--- src/rtl/gpu_pkg.sv ---
// gpu_pkg: shared types and default geometry for the GPU fill path.
//   RES_X_DEFAULT / RES_Y_DEFAULT  default screen size in pixels / rows
//   FB_BYTES, FB_AW, fb_addr_t     framebuffer size and byte-address type (1 byte/pixel)
//   rect_cmd_t                     one fill command (x, y, w, h, color)
//   fill_state_e                   fill engine states
package gpu_pkg;

    localparam int RES_X_DEFAULT      = 400;
    localparam int RES_Y_DEFAULT      = 300;
    localparam int PIXEL_BITS_DEFAULT = 8;
    localparam int FB_BYTES           = RES_X_DEFAULT * RES_Y_DEFAULT;
    localparam int FB_AW              = $clog2(FB_BYTES);
    localparam int CMD_XW             = $clog2(RES_X_DEFAULT);
    localparam int CMD_YW             = $clog2(RES_Y_DEFAULT);

    typedef logic [FB_AW-1:0] fb_addr_t;

    typedef struct packed {
        logic [CMD_XW-1:0]             x;
        logic [CMD_YW-1:0]             y;
        logic [CMD_XW:0]               w;
        logic [CMD_YW:0]               h;
        logic [PIXEL_BITS_DEFAULT-1:0] color;
    } rect_cmd_t;

    typedef enum logic [1:0] {
        IDLE  = 2'd0,
        SETUP = 2'd1,
        FILL  = 2'd2,
        DONE  = 2'd3
    } fill_state_e;

endpackage

--- src/rtl/fb_strobe_gen.sv ---
// fb_strobe_gen: byte-strobe mask for one 32-bit framebuffer word of a fill row.
//   first_i     word holds the row's left edge pixel
//   last_i      word holds the row's right edge pixel
//   x_lo_i      left edge byte lane (x[1:0])
//   x_end_lo_i  right edge byte lane (x_end[1:0])
//   strobe_o    byte enables, bit i = byte addr+i
module fb_strobe_gen (
    input  logic       first_i,
    input  logic       last_i,
    input  logic [1:0] x_lo_i,
    input  logic [1:0] x_end_lo_i,
    output logic [3:0] strobe_o
);

    logic [3:0] first_mask_s;
    logic [3:0] last_mask_s;

    // Lanes at or right of the left edge, lanes at or left of the right edge.
    always_comb begin
        first_mask_s = 4'hF;
        last_mask_s  = 4'hF;
        if (first_i) begin
            first_mask_s = 4'hF << x_lo_i;
        end else begin
            first_mask_s = 4'hF;
        end
        if (last_i) begin
            last_mask_s = 4'hF >> (2'd3 - x_end_lo_i);
        end else begin
            last_mask_s = 4'hF;
        end
        strobe_o = first_mask_s & last_mask_s;
    end

endmodule

--- src/rtl/rect_fill_engine.sv ---
// rect_fill_engine: fills an axis-aligned rectangle with one palette index by
// issuing word-aligned 32-bit framebuffer writes with byte strobes.
//   clk, aresetn                clock, asynchronous active-low reset
//   cmd_valid/cmd_ready         command handshake (ready = engine idle)
//   cmd_x/y/w/h/color           rectangle origin, size and fill colour
//   fb_wr_valid/fb_wr_ready     write handshake to the framebuffer arbiter
//   fb_wr_addr/data/en          byte address (word aligned), {4{color}}, strobes
//   busy, done, cmd_err         status; done and cmd_err are 1-cycle pulses
// Build option: define RECT_FILL_CLIP_EN to clip rectangles at the screen edge
// instead of rejecting out-of-bounds commands.
module rect_fill_engine
    import gpu_pkg::*;
#(
    parameter int RESOLUTION_X = RES_X_DEFAULT,
    parameter int RESOLUTION_Y = RES_Y_DEFAULT,
    parameter int PIXEL_BITS   = PIXEL_BITS_DEFAULT
) (
    input  logic                                        clk,
    input  logic                                        aresetn,
    input  logic                                        cmd_valid,
    output logic                                        cmd_ready,
    input  logic [$clog2(RESOLUTION_X)-1:0]             cmd_x,
    input  logic [$clog2(RESOLUTION_Y)-1:0]             cmd_y,
    input  logic [$clog2(RESOLUTION_X):0]               cmd_w,
    input  logic [$clog2(RESOLUTION_Y):0]               cmd_h,
    input  logic [PIXEL_BITS-1:0]                       cmd_color,
    output logic                                        fb_wr_valid,
    input  logic                                        fb_wr_ready,
    output logic [$clog2(RESOLUTION_X*RESOLUTION_Y)-1:0] fb_wr_addr,
    output logic [31:0]                                 fb_wr_data,
    output logic [3:0]                                  fb_wr_en,
    output logic                                        busy,
    output logic                                        done,
    output logic                                        cmd_err
);

    localparam int XW = $clog2(RESOLUTION_X);
    localparam int YW = $clog2(RESOLUTION_Y);
    localparam int AW = $clog2(RESOLUTION_X * RESOLUTION_Y);
    localparam logic [XW+1:0] RX_L     = (XW+2)'(RESOLUTION_X);
    localparam logic [YW+1:0] RY_L     = (YW+2)'(RESOLUTION_Y);
    localparam logic [AW-1:0] ROW_STEP = AW'(RESOLUTION_X);

    // row * RESOLUTION_X as a sum of shifted copies; the set bits of the
    // constant select the terms, so no multiplier is built.
    function automatic logic [AW-1:0] row_offset(input logic [YW-1:0] row);
        logic [AW-1:0] acc;
        acc = '0;
        for (int i = 0; i < 31; i++) begin
            if (RESOLUTION_X[i] == 1'b1) begin
                acc = acc + (AW'(row) << i);
            end else begin
                acc = acc;
            end
        end
        return acc;
    endfunction

    fill_state_e       state_q, state_d;
    logic [XW-1:0]     x_q, x_d;
    logic [YW-1:0]     y_q, y_d;
    logic [XW:0]       w_q, w_d;
    logic [YW:0]       h_q, h_d;
    logic [PIXEL_BITS-1:0] color_q, color_d;
    logic              empty_q, empty_d;
    logic [XW:0]       x_end_q, x_end_d;
    logic [AW-1:0]     row_base_q, row_base_d;
    logic [YW:0]       rows_q, rows_d;
    logic [XW:0]       col_q, col_d;

    logic              cmd_ready_q, cmd_ready_d;
    logic              wr_valid_q, wr_valid_d;
    logic [AW-1:0]     wr_addr_q, wr_addr_d;
    logic [31:0]       wr_data_q, wr_data_d;
    logic [3:0]        wr_en_q, wr_en_d;
    logic              busy_q, busy_d;
    logic              done_q, done_d;
    logic              cmd_err_q, cmd_err_d;

    logic              hs_s, wr_fire_s, off_screen_s, zero_size_s;
    logic              reject_s, empty_in_s;
    logic [XW:0]       x_end_calc_s;
    logic [YW:0]       rows_calc_s;
    logic [XW:0]       x_first_s, xe_word_s;
    logic              strobe_first_s, strobe_last_s;
    logic [3:0]        strobe_s;

    assign hs_s         = cmd_valid & cmd_ready_q;
    assign wr_fire_s    = wr_valid_q & fb_wr_ready;
    assign off_screen_s = ({2'b00, cmd_x} >= RX_L) | ({2'b00, cmd_y} >= RY_L);
    assign zero_size_s  = (cmd_w == '0) | (cmd_h == '0);
    assign x_first_s    = {1'b0, x_q[XW-1:2], 2'b00};
    assign xe_word_s    = {x_end_d[XW:2], 2'b00};

`ifdef RECT_FILL_CLIP_EN
    logic [XW+1:0] x_last_full_s;
    logic [YW+1:0] y_last_full_s;
    logic [YW:0]   y_end_s;

    // Command screening and SETUP geometry with right/bottom edge clipping.
    always_comb begin
        reject_s      = 1'b0;
        empty_in_s    = zero_size_s | off_screen_s;
        x_last_full_s = {2'b00, x_q} + {1'b0, w_q} - (XW+2)'(1);
        y_last_full_s = {2'b00, y_q} + {1'b0, h_q} - (YW+2)'(1);
        if (x_last_full_s > (RX_L - (XW+2)'(1))) begin
            x_end_calc_s = (XW+1)'(RESOLUTION_X - 1);
        end else begin
            x_end_calc_s = x_last_full_s[XW:0];
        end
        if (y_last_full_s > (RY_L - (YW+2)'(1))) begin
            y_end_s = (YW+1)'(RESOLUTION_Y - 1);
        end else begin
            y_end_s = y_last_full_s[YW:0];
        end
        rows_calc_s = y_end_s - {1'b0, y_q} + (YW+1)'(1);
    end
`else
    logic [XW+1:0] x_sum_s;
    logic [YW+1:0] y_sum_s;

    // Command screening (reject anything leaving the screen) and SETUP geometry.
    always_comb begin
        x_sum_s      = {2'b00, cmd_x} + {1'b0, cmd_w};
        y_sum_s      = {2'b00, cmd_y} + {1'b0, cmd_h};
        reject_s     = off_screen_s | (x_sum_s > RX_L) | (y_sum_s > RY_L);
        empty_in_s   = zero_size_s;
        x_end_calc_s = {1'b0, x_q} + w_q - (XW+1)'(1);
        rows_calc_s  = h_q;
    end
`endif

    // Next-state and next-output logic; outputs are registered from the next state.
    always_comb begin
        state_d    = state_q;
        x_d        = x_q;
        y_d        = y_q;
        w_d        = w_q;
        h_d        = h_q;
        color_d    = color_q;
        empty_d    = empty_q;
        x_end_d    = x_end_q;
        row_base_d = row_base_q;
        rows_d     = rows_q;
        col_d      = col_q;
        cmd_err_d  = 1'b0;

        case (state_q)
            IDLE: begin
                if (hs_s) begin
                    x_d     = cmd_x;
                    y_d     = cmd_y;
                    w_d     = cmd_w;
                    h_d     = cmd_h;
                    color_d = cmd_color;
                    empty_d = empty_in_s;
                    if (reject_s) begin
                        cmd_err_d = 1'b1;
                        state_d   = IDLE;
                    end else begin
                        state_d   = SETUP;
                    end
                end else begin
                    state_d = IDLE;
                end
            end
            SETUP: begin
                x_end_d    = x_end_calc_s;
                row_base_d = row_offset(y_q);
                rows_d     = rows_calc_s;
                col_d      = x_first_s;
                if (empty_q) begin
                    state_d = DONE;
                end else begin
                    state_d = FILL;
                end
            end
            FILL: begin
                if (wr_fire_s) begin
                    if (col_q == xe_word_s) begin
                        if (rows_q == {{YW{1'b0}}, 1'b1}) begin
                            state_d = DONE;
                        end else begin
                            // Next row starts in the very next cycle.
                            rows_d     = rows_q - {{YW{1'b0}}, 1'b1};
                            row_base_d = row_base_q + ROW_STEP;
                            col_d      = x_first_s;
                        end
                    end else begin
                        col_d = col_q + (XW+1)'(4);
                    end
                end else begin
                    state_d = FILL;
                end
            end
            DONE: begin
                state_d = IDLE;
            end
            default: begin
                state_d = IDLE;
            end
        endcase

        cmd_ready_d = (state_d == IDLE);
        busy_d      = (state_d == SETUP) || (state_d == FILL);
        done_d      = (state_d == DONE);
        wr_valid_d  = (state_d == FILL);
        // While stalled the _d values equal the _q values, so the bus holds.
        if (state_d == FILL) begin
            wr_addr_d = row_base_d + AW'(col_d);
            wr_data_d = {4{color_d}};
            wr_en_d   = strobe_s;
        end else begin
            wr_addr_d = '0;
            wr_data_d = 32'h0000_0000;
            wr_en_d   = 4'h0;
        end
    end

    assign strobe_first_s = (col_d == x_first_s);
    assign strobe_last_s  = (col_d == xe_word_s);

    fb_strobe_gen u_strobe (
        .first_i    (strobe_first_s),
        .last_i     (strobe_last_s),
        .x_lo_i     (x_q[1:0]),
        .x_end_lo_i (x_end_d[1:0]),
        .strobe_o   (strobe_s)
    );

    // State, command and output registers.
    always_ff @(posedge clk or negedge aresetn) begin
        if (!aresetn) begin
            state_q     <= IDLE;
            x_q         <= '0;
            y_q         <= '0;
            w_q         <= '0;
            h_q         <= '0;
            color_q     <= '0;
            empty_q     <= 1'b0;
            x_end_q     <= '0;
            row_base_q  <= '0;
            rows_q      <= '0;
            col_q       <= '0;
            cmd_ready_q <= 1'b0;
            wr_valid_q  <= 1'b0;
            wr_addr_q   <= '0;
            wr_data_q   <= 32'h0000_0000;
            wr_en_q     <= 4'h0;
            busy_q      <= 1'b0;
            done_q      <= 1'b0;
            cmd_err_q   <= 1'b0;
        end else begin
            state_q     <= state_d;
            x_q         <= x_d;
            y_q         <= y_d;
            w_q         <= w_d;
            h_q         <= h_d;
            color_q     <= color_d;
            empty_q     <= empty_d;
            x_end_q     <= x_end_d;
            row_base_q  <= row_base_d;
            rows_q      <= rows_d;
            col_q       <= col_d;
            cmd_ready_q <= cmd_ready_d;
            wr_valid_q  <= wr_valid_d;
            wr_addr_q   <= wr_addr_d;
            wr_data_q   <= wr_data_d;
            wr_en_q     <= wr_en_d;
            busy_q      <= busy_d;
            done_q      <= done_d;
            cmd_err_q   <= cmd_err_d;
        end
    end

    assign cmd_ready   = cmd_ready_q;
    assign fb_wr_valid = wr_valid_q;
    assign fb_wr_addr  = wr_addr_q;
    assign fb_wr_data  = wr_data_q;
    assign fb_wr_en    = wr_en_q;
    assign busy        = busy_q;
    assign done        = done_q;
    assign cmd_err     = cmd_err_q;

endmodule

--- config.mk ---
export PLATFORM = sky130hd
export DESIGN_NAME = rect_fill_engine
export DESIGN_NICKNAME = d
export VERILOG_FILES = /design/src/rtl/gpu_pkg.sv /design/src/rtl/fb_strobe_gen.sv /design/src/rtl/rect_fill_engine.sv
export SDC_FILE = /design/constraint.sdc
export NUM_CORES = 1
export LEC_CHECK = 0
export CAP_MARGIN = 25
export CORE_MARGIN = 5
export CORE_UTILIZATION = 50
export DETAILED_ROUTE_END_ITERATION = 8
export HOLD_SLACK_MARGIN = 0.12
export PLACE_DENSITY = 0.69
export SLEW_MARGIN = 20
export SYNTH_ARGS = -nofsm -noshare
export SYNTH_HDL_FRONTEND = slang
export SYNTH_HIERARCHICAL = 1
export SYNTH_SLANG_ARGS = --single-unit
--- constraint.sdc ---
create_clock -name clk -period 9.25 [get_ports clk]
set_input_delay 0.925 -clock clk [delete_from_list [all_inputs] [get_ports clk]]
set_output_delay 0.925 -clock clk [all_outputs]
set_load 0.05 [all_outputs]
==> impl.org <==
** Timing
- Setup repair after global routing left no endpoint under its margin.
- Setup skew after layout :: 0.0128 ns
- The number of pins with negative max-slew slack in the final report is 0.
- Final critical path time including I/O delays and setup :: 6.64 ns
- For the pin with the worst max-slew slack, the measured transition is 1.01 ns.
- The worst path uses 71.7% of the clock period.
- Fmax :: 151 MHz
- Adding up every negative setup slack in the final design gives 0 ns.
- Count of endpoints failing setup in the final report :: 0
- Final hold vios :: 0
- Relative max-transition margin :: 31.9%

** Clocking
- Clock edge transition at the registers on the reported setup and hold paths :: 0.06 ns
- The number of gates resized after CTS was 0.
- Count of hold buffers inserted by post-cts repair :: 0
- The H-tree was split into 4 levels.
- Total setup buffers inserted after CTS :: 0
- The clock reaches the later pin of the worst-skew pair after 0.43 ns.
- Maximum buffer depth of the clock tree :: 2
- Total clock sinks :: 130
- Cts bufs inserted :: 17
- TritonCTS built the clock tree.
- CTS root buf :: sky130_fd_sc_hd__clkbuf_16

** Placed design
- At the end of routability-driven placement, the weighted congestion stood at 0.978.
- Once placement finished, the instance area stood at 10700 um^2.
- Once detailed placement completed, the half-perimeter wirelength came to 19800 um.
- Input and output buffers added on the ports amount to 107.
- In this run, placement finished with an instance count of 1349.

** Synth
- Share of flip-flops with an asynchronous set or reset after synthesis :: 100%
- Counting flops with a built-in enable in the synthesized netlist gives 0.
- In the synthesized netlist, the number of instances is 1038.
- Mean post-synth cell area :: 9.26 um^2
- Synthesis inferred 130 register bits.
- The commonest cells after synthesis are 130 x sky130_fd_sc_hd__dfrtp_1, 87 x sky130_fd_sc_hd__inv_1, 70 x sky130_fd_sc_hd__ha_1.
- The synthesized netlist occupies a cell area of 9610 um^2.
- Post-Synthesis Net Count :: 1164
- Sequential share of the synthesized area :: 33.9%
- Area share of the largest cell type after synthesis :: 33.9%
- The biggest area contributor in the post-synthesis netlist is sky130_fd_sc_hd__dfrtp_1.
- Counting distinct cell types in the post-synthesis netlist gives 97.
- The most used flip-flop cell after synthesis is sky130_fd_sc_hd__dfrtp_1.
- Top cells by area, synth :: sky130_fd_sc_hd__dfrtp_1 34%, sky130_fd_sc_hd__ha_1 9.1%, sky130_fd_sc_hd__mux2_2 5.0%, sky130_fd_sc_hd__xnor2_1 3.5%, sky130_fd_sc_hd__inv_1 3.4%
- Number of warnings issued by yosys :: 6
- Most common cell in the synthesized netlist :: sky130_fd_sc_hd__dfrtp_1

** Power
- For this design the ratio of total power to cell area is 149 nW/um^2.
- Pwr Total :: 1690 uW
- In this run the static leakage power is 0.00513 uW.
- The worst-case IR drop observed on VDD is 0.000141 V.

** GRT
- The number of global-route vias before repair was 7741.
- Overall fraction of global-route tracks in use :: 24.5%
- Largest net degree at the start of global routing :: 74
- Wire length of the first global-routing pass :: 42700 um
- Gr ovfl total :: 0
- The number of antenna violations at the first check in global routing was 1.

** Cells and area
- After the last flow step, the layout net total stands at 1235.
- Ratio of cells with drive above 1 in the final layout :: 11.3%
- With fillers left out, the area of the finished cells amounts to 11400 um^2.
- Area added between synthesis and finish :: 18.3%
- The repair_antennas step left the layout with diodes totalling 0.
- Final standard cell utilization of the core :: 60.4%
- Number of non-filler instances in the completed layout :: 1382

** Die
- The initialized floorplan defines 50 standard-cell rows.
- The floorplan step defined a core boundary enclosing 18800 um^2.
- The floorplan step set the die height to 149 um.
- For this configuration, the core starts out at a cell density of 51.0%.
- Overall die area :: 22100 um^2
- Chip width :: 149 um
- Pin placement for this block handled 108 I/O pins.

** Routing
- Vias per std cell :: 5.91
- The count of nets left with antenna violations once routing finished came out at 0.
- The first routing iteration left 616 violations.
- DRC violations left :: 0
- The detailed router placed 8172 vias in this run.
- Wire length per cell :: 19.3 um
- For this run, the detailed router's first-pass iteration total came to 5.
- Final Routed Wirelength :: 26700 um

** Run status
- The flow ran to the end, and the final reports show no timing, DRC or antenna violations.

** Hold path
- The min-delay analysis places its worst path in the category flip-flop to flip-flop.
- Worst hold path stage count :: 2

** Job
- Number of violations of the max-capacitance limit :: 0

** Setup path
- STA classifies the critical path startpoint as a flip-flop.
- For the worst setup path, the data required time is 9.54 ns.
- The worst setup path is captured at a flip-flop.
- Signal arrival time at the worst endpoint :: 6.93 ns
- Logic depth of the worst register-to-register path :: 27
- Largest fanout of any net on the critical path :: 12
- Critical Setup Path Class :: flip-flop to flip-flop
-- state kept, by name, indices dropped and copies added, names as in the netlist --
register     count
busy             1
cmd_err          1
cmd_ready        1
col_q           10
color_q          8
done             1
empty_q          1
fb_wr_addr      17
fb_wr_data       8
fb_wr_en         4
fb_wr_valid      1
h_q             10
row_base_q      17
rows_q          10
state_q          2
w_q             10
x_end_q         10
x_q              9
y_q              9
-- metrics by stage --
stage	setup slack, ns	hold WS, ns
floorplan	3.40	0.450
global placement	2.91	0.465
detailed placement	2.70	0.473
CTS	2.70	0.491
global route	2.35	0.509
finish	2.61	0.488
-- logic make-up (layout without fill, tap and decap cells) --
group,after synthesis,count (layout),synth area share (%)
AO/OA/AOI/OAI,261,261,19.7
XOR/XNOR,51,51,4.73
buffers and inverters,153,237,7.11
AND/OR/NAND/NOR,309,309,17.3
flip-flops,130,130,33.9
multiplexers,58,58,6.91
adder cells (fa/ha/maj),76,76,10.4
-- where the power goes --
part	switching (uW)	total, uW	internal [uW]
Combinational	201	341	141
Clock	273	728	455
Sequential	37.0	626	589
Total	510	1690	1180
-- path summary, 6_finish.rpt --
path / startpoint / end / slack [ns]
max: x_q[1] / fb_wr_addr[12] / 2.61
min: w_q[1] / w_q[1] / 0.49
max reg2reg: x_q[1] / fb_wr_addr[12] / 2.61
min reg2reg: w_q[1] / w_q[1] / 0.49
max in group asynchronous: aresetn / w_q[2] / 7.54
min in group asynchronous: aresetn / fb_wr_addr[16] / 0.50
-- final cells by class --
type | instances | area, um^2
inverter | 88 | 330
multi-input combinational | 755 | 5680
sequential | 130 | 3250
tap | 260 | 325
clock buffer | 18 | 429
clock inverter | 14 | 201
fill | 1648 | 7460
timing repair buffer | 117 | 1150
-- layer usage --
layer	vias up	global-route usage, %	share of wire, %
met5	-	0	0
met4	0	9.24	3.5
met3	60	5.30	8.1
met2	354	37.3	44
met1	3857	34.4	44
li1	3901	-	-
-- cell usage in the layout (no fill, tap or decap), types with 6 or more instances in the layout --
cell type                         instances
sky130_fd_sc_hd__ha_1                    69
sky130_fd_sc_hd__nand3_1                 31
sky130_fd_sc_hd__o21a_1                   6
sky130_fd_sc_hd__nand2_1                 66
sky130_fd_sc_hd__clkdlybuf4s50_1        106
sky130_fd_sc_hd__a22o_1                   6
sky130_fd_sc_hd__buf_4                    9
sky130_fd_sc_hd__nor2_1                  65
sky130_fd_sc_hd__a31oi_1                 19
sky130_fd_sc_hd__o31ai_1                  6
sky130_fd_sc_hd__or4_1                    6
sky130_fd_sc_hd__or2_2                    6
sky130_fd_sc_hd__clkbuf_16               17
sky130_fd_sc_hd__o221ai_1                 7
sky130_fd_sc_hd__xor2_1                  12
sky130_fd_sc_hd__a22oi_1                  6
sky130_fd_sc_hd__and3_1                  10
sky130_fd_sc_hd__a21oi_1                 50
sky130_fd_sc_hd__inv_1                   87
sky130_fd_sc_hd__nor3_1                  13
sky130_fd_sc_hd__mux2i_1                 12
sky130_fd_sc_hd__and2_1                  28
sky130_fd_sc_hd__o21bai_1                 6
sky130_fd_sc_hd__dfrtp_1                130
sky130_fd_sc_hd__mux2_2                  43
sky130_fd_sc_hd__o21ai_0                 49
sky130_fd_sc_hd__or3_1                    8
sky130_fd_sc_hd__fa_1                     6
sky130_fd_sc_hd__nor4_1                  15
sky130_fd_sc_hd__nor2b_1                 13
sky130_fd_sc_hd__xnor2_1                 38
sky130_fd_sc_hd__o211ai_1                 8
sky130_fd_sc_hd__a21o_1                  15
sky130_fd_sc_hd__nand4_1                 12
sky130_fd_sc_hd__a211oi_1                 7
-- critical path, stage by stage, from the launching register on --
cell	delay [ns]
sky130_fd_sc_hd__dfrtp_1	0.43
sky130_fd_sc_hd__inv_1	0.07
sky130_fd_sc_hd__ha_1	0.28
sky130_fd_sc_hd__inv_1	0.06
sky130_fd_sc_hd__ha_1	0.16
sky130_fd_sc_hd__inv_1	0.06
sky130_fd_sc_hd__fa_1	0.45
sky130_fd_sc_hd__nor2b_4	0.17
sky130_fd_sc_hd__o31a_4	0.16
sky130_fd_sc_hd__mux2_4	0.31
sky130_fd_sc_hd__a2111oi_4	0.44
sky130_fd_sc_hd__and3_4	0.36
sky130_fd_sc_hd__nand3_1	0.21
sky130_fd_sc_hd__nor3_1	0.43
sky130_fd_sc_hd__o21ai_0	0.32
sky130_fd_sc_hd__and2_1	0.29
sky130_fd_sc_hd__ha_1	0.21
sky130_fd_sc_hd__fa_1	0.40
sky130_fd_sc_hd__a21oi_1	0.14
sky130_fd_sc_hd__o21bai_1	0.10
sky130_fd_sc_hd__a21o_1	0.18
sky130_fd_sc_hd__a21oi_1	0.21
sky130_fd_sc_hd__o21bai_1	0.09
sky130_fd_sc_hd__a21o_1	0.20
sky130_fd_sc_hd__a311o_1	0.43
sky130_fd_sc_hd__nand3_1	0.12
sky130_fd_sc_hd__xor2_1	0.14
sky130_fd_sc_hd__nor2_1	0.05
No activity file was read; power rests on OpenSTA's default activity.
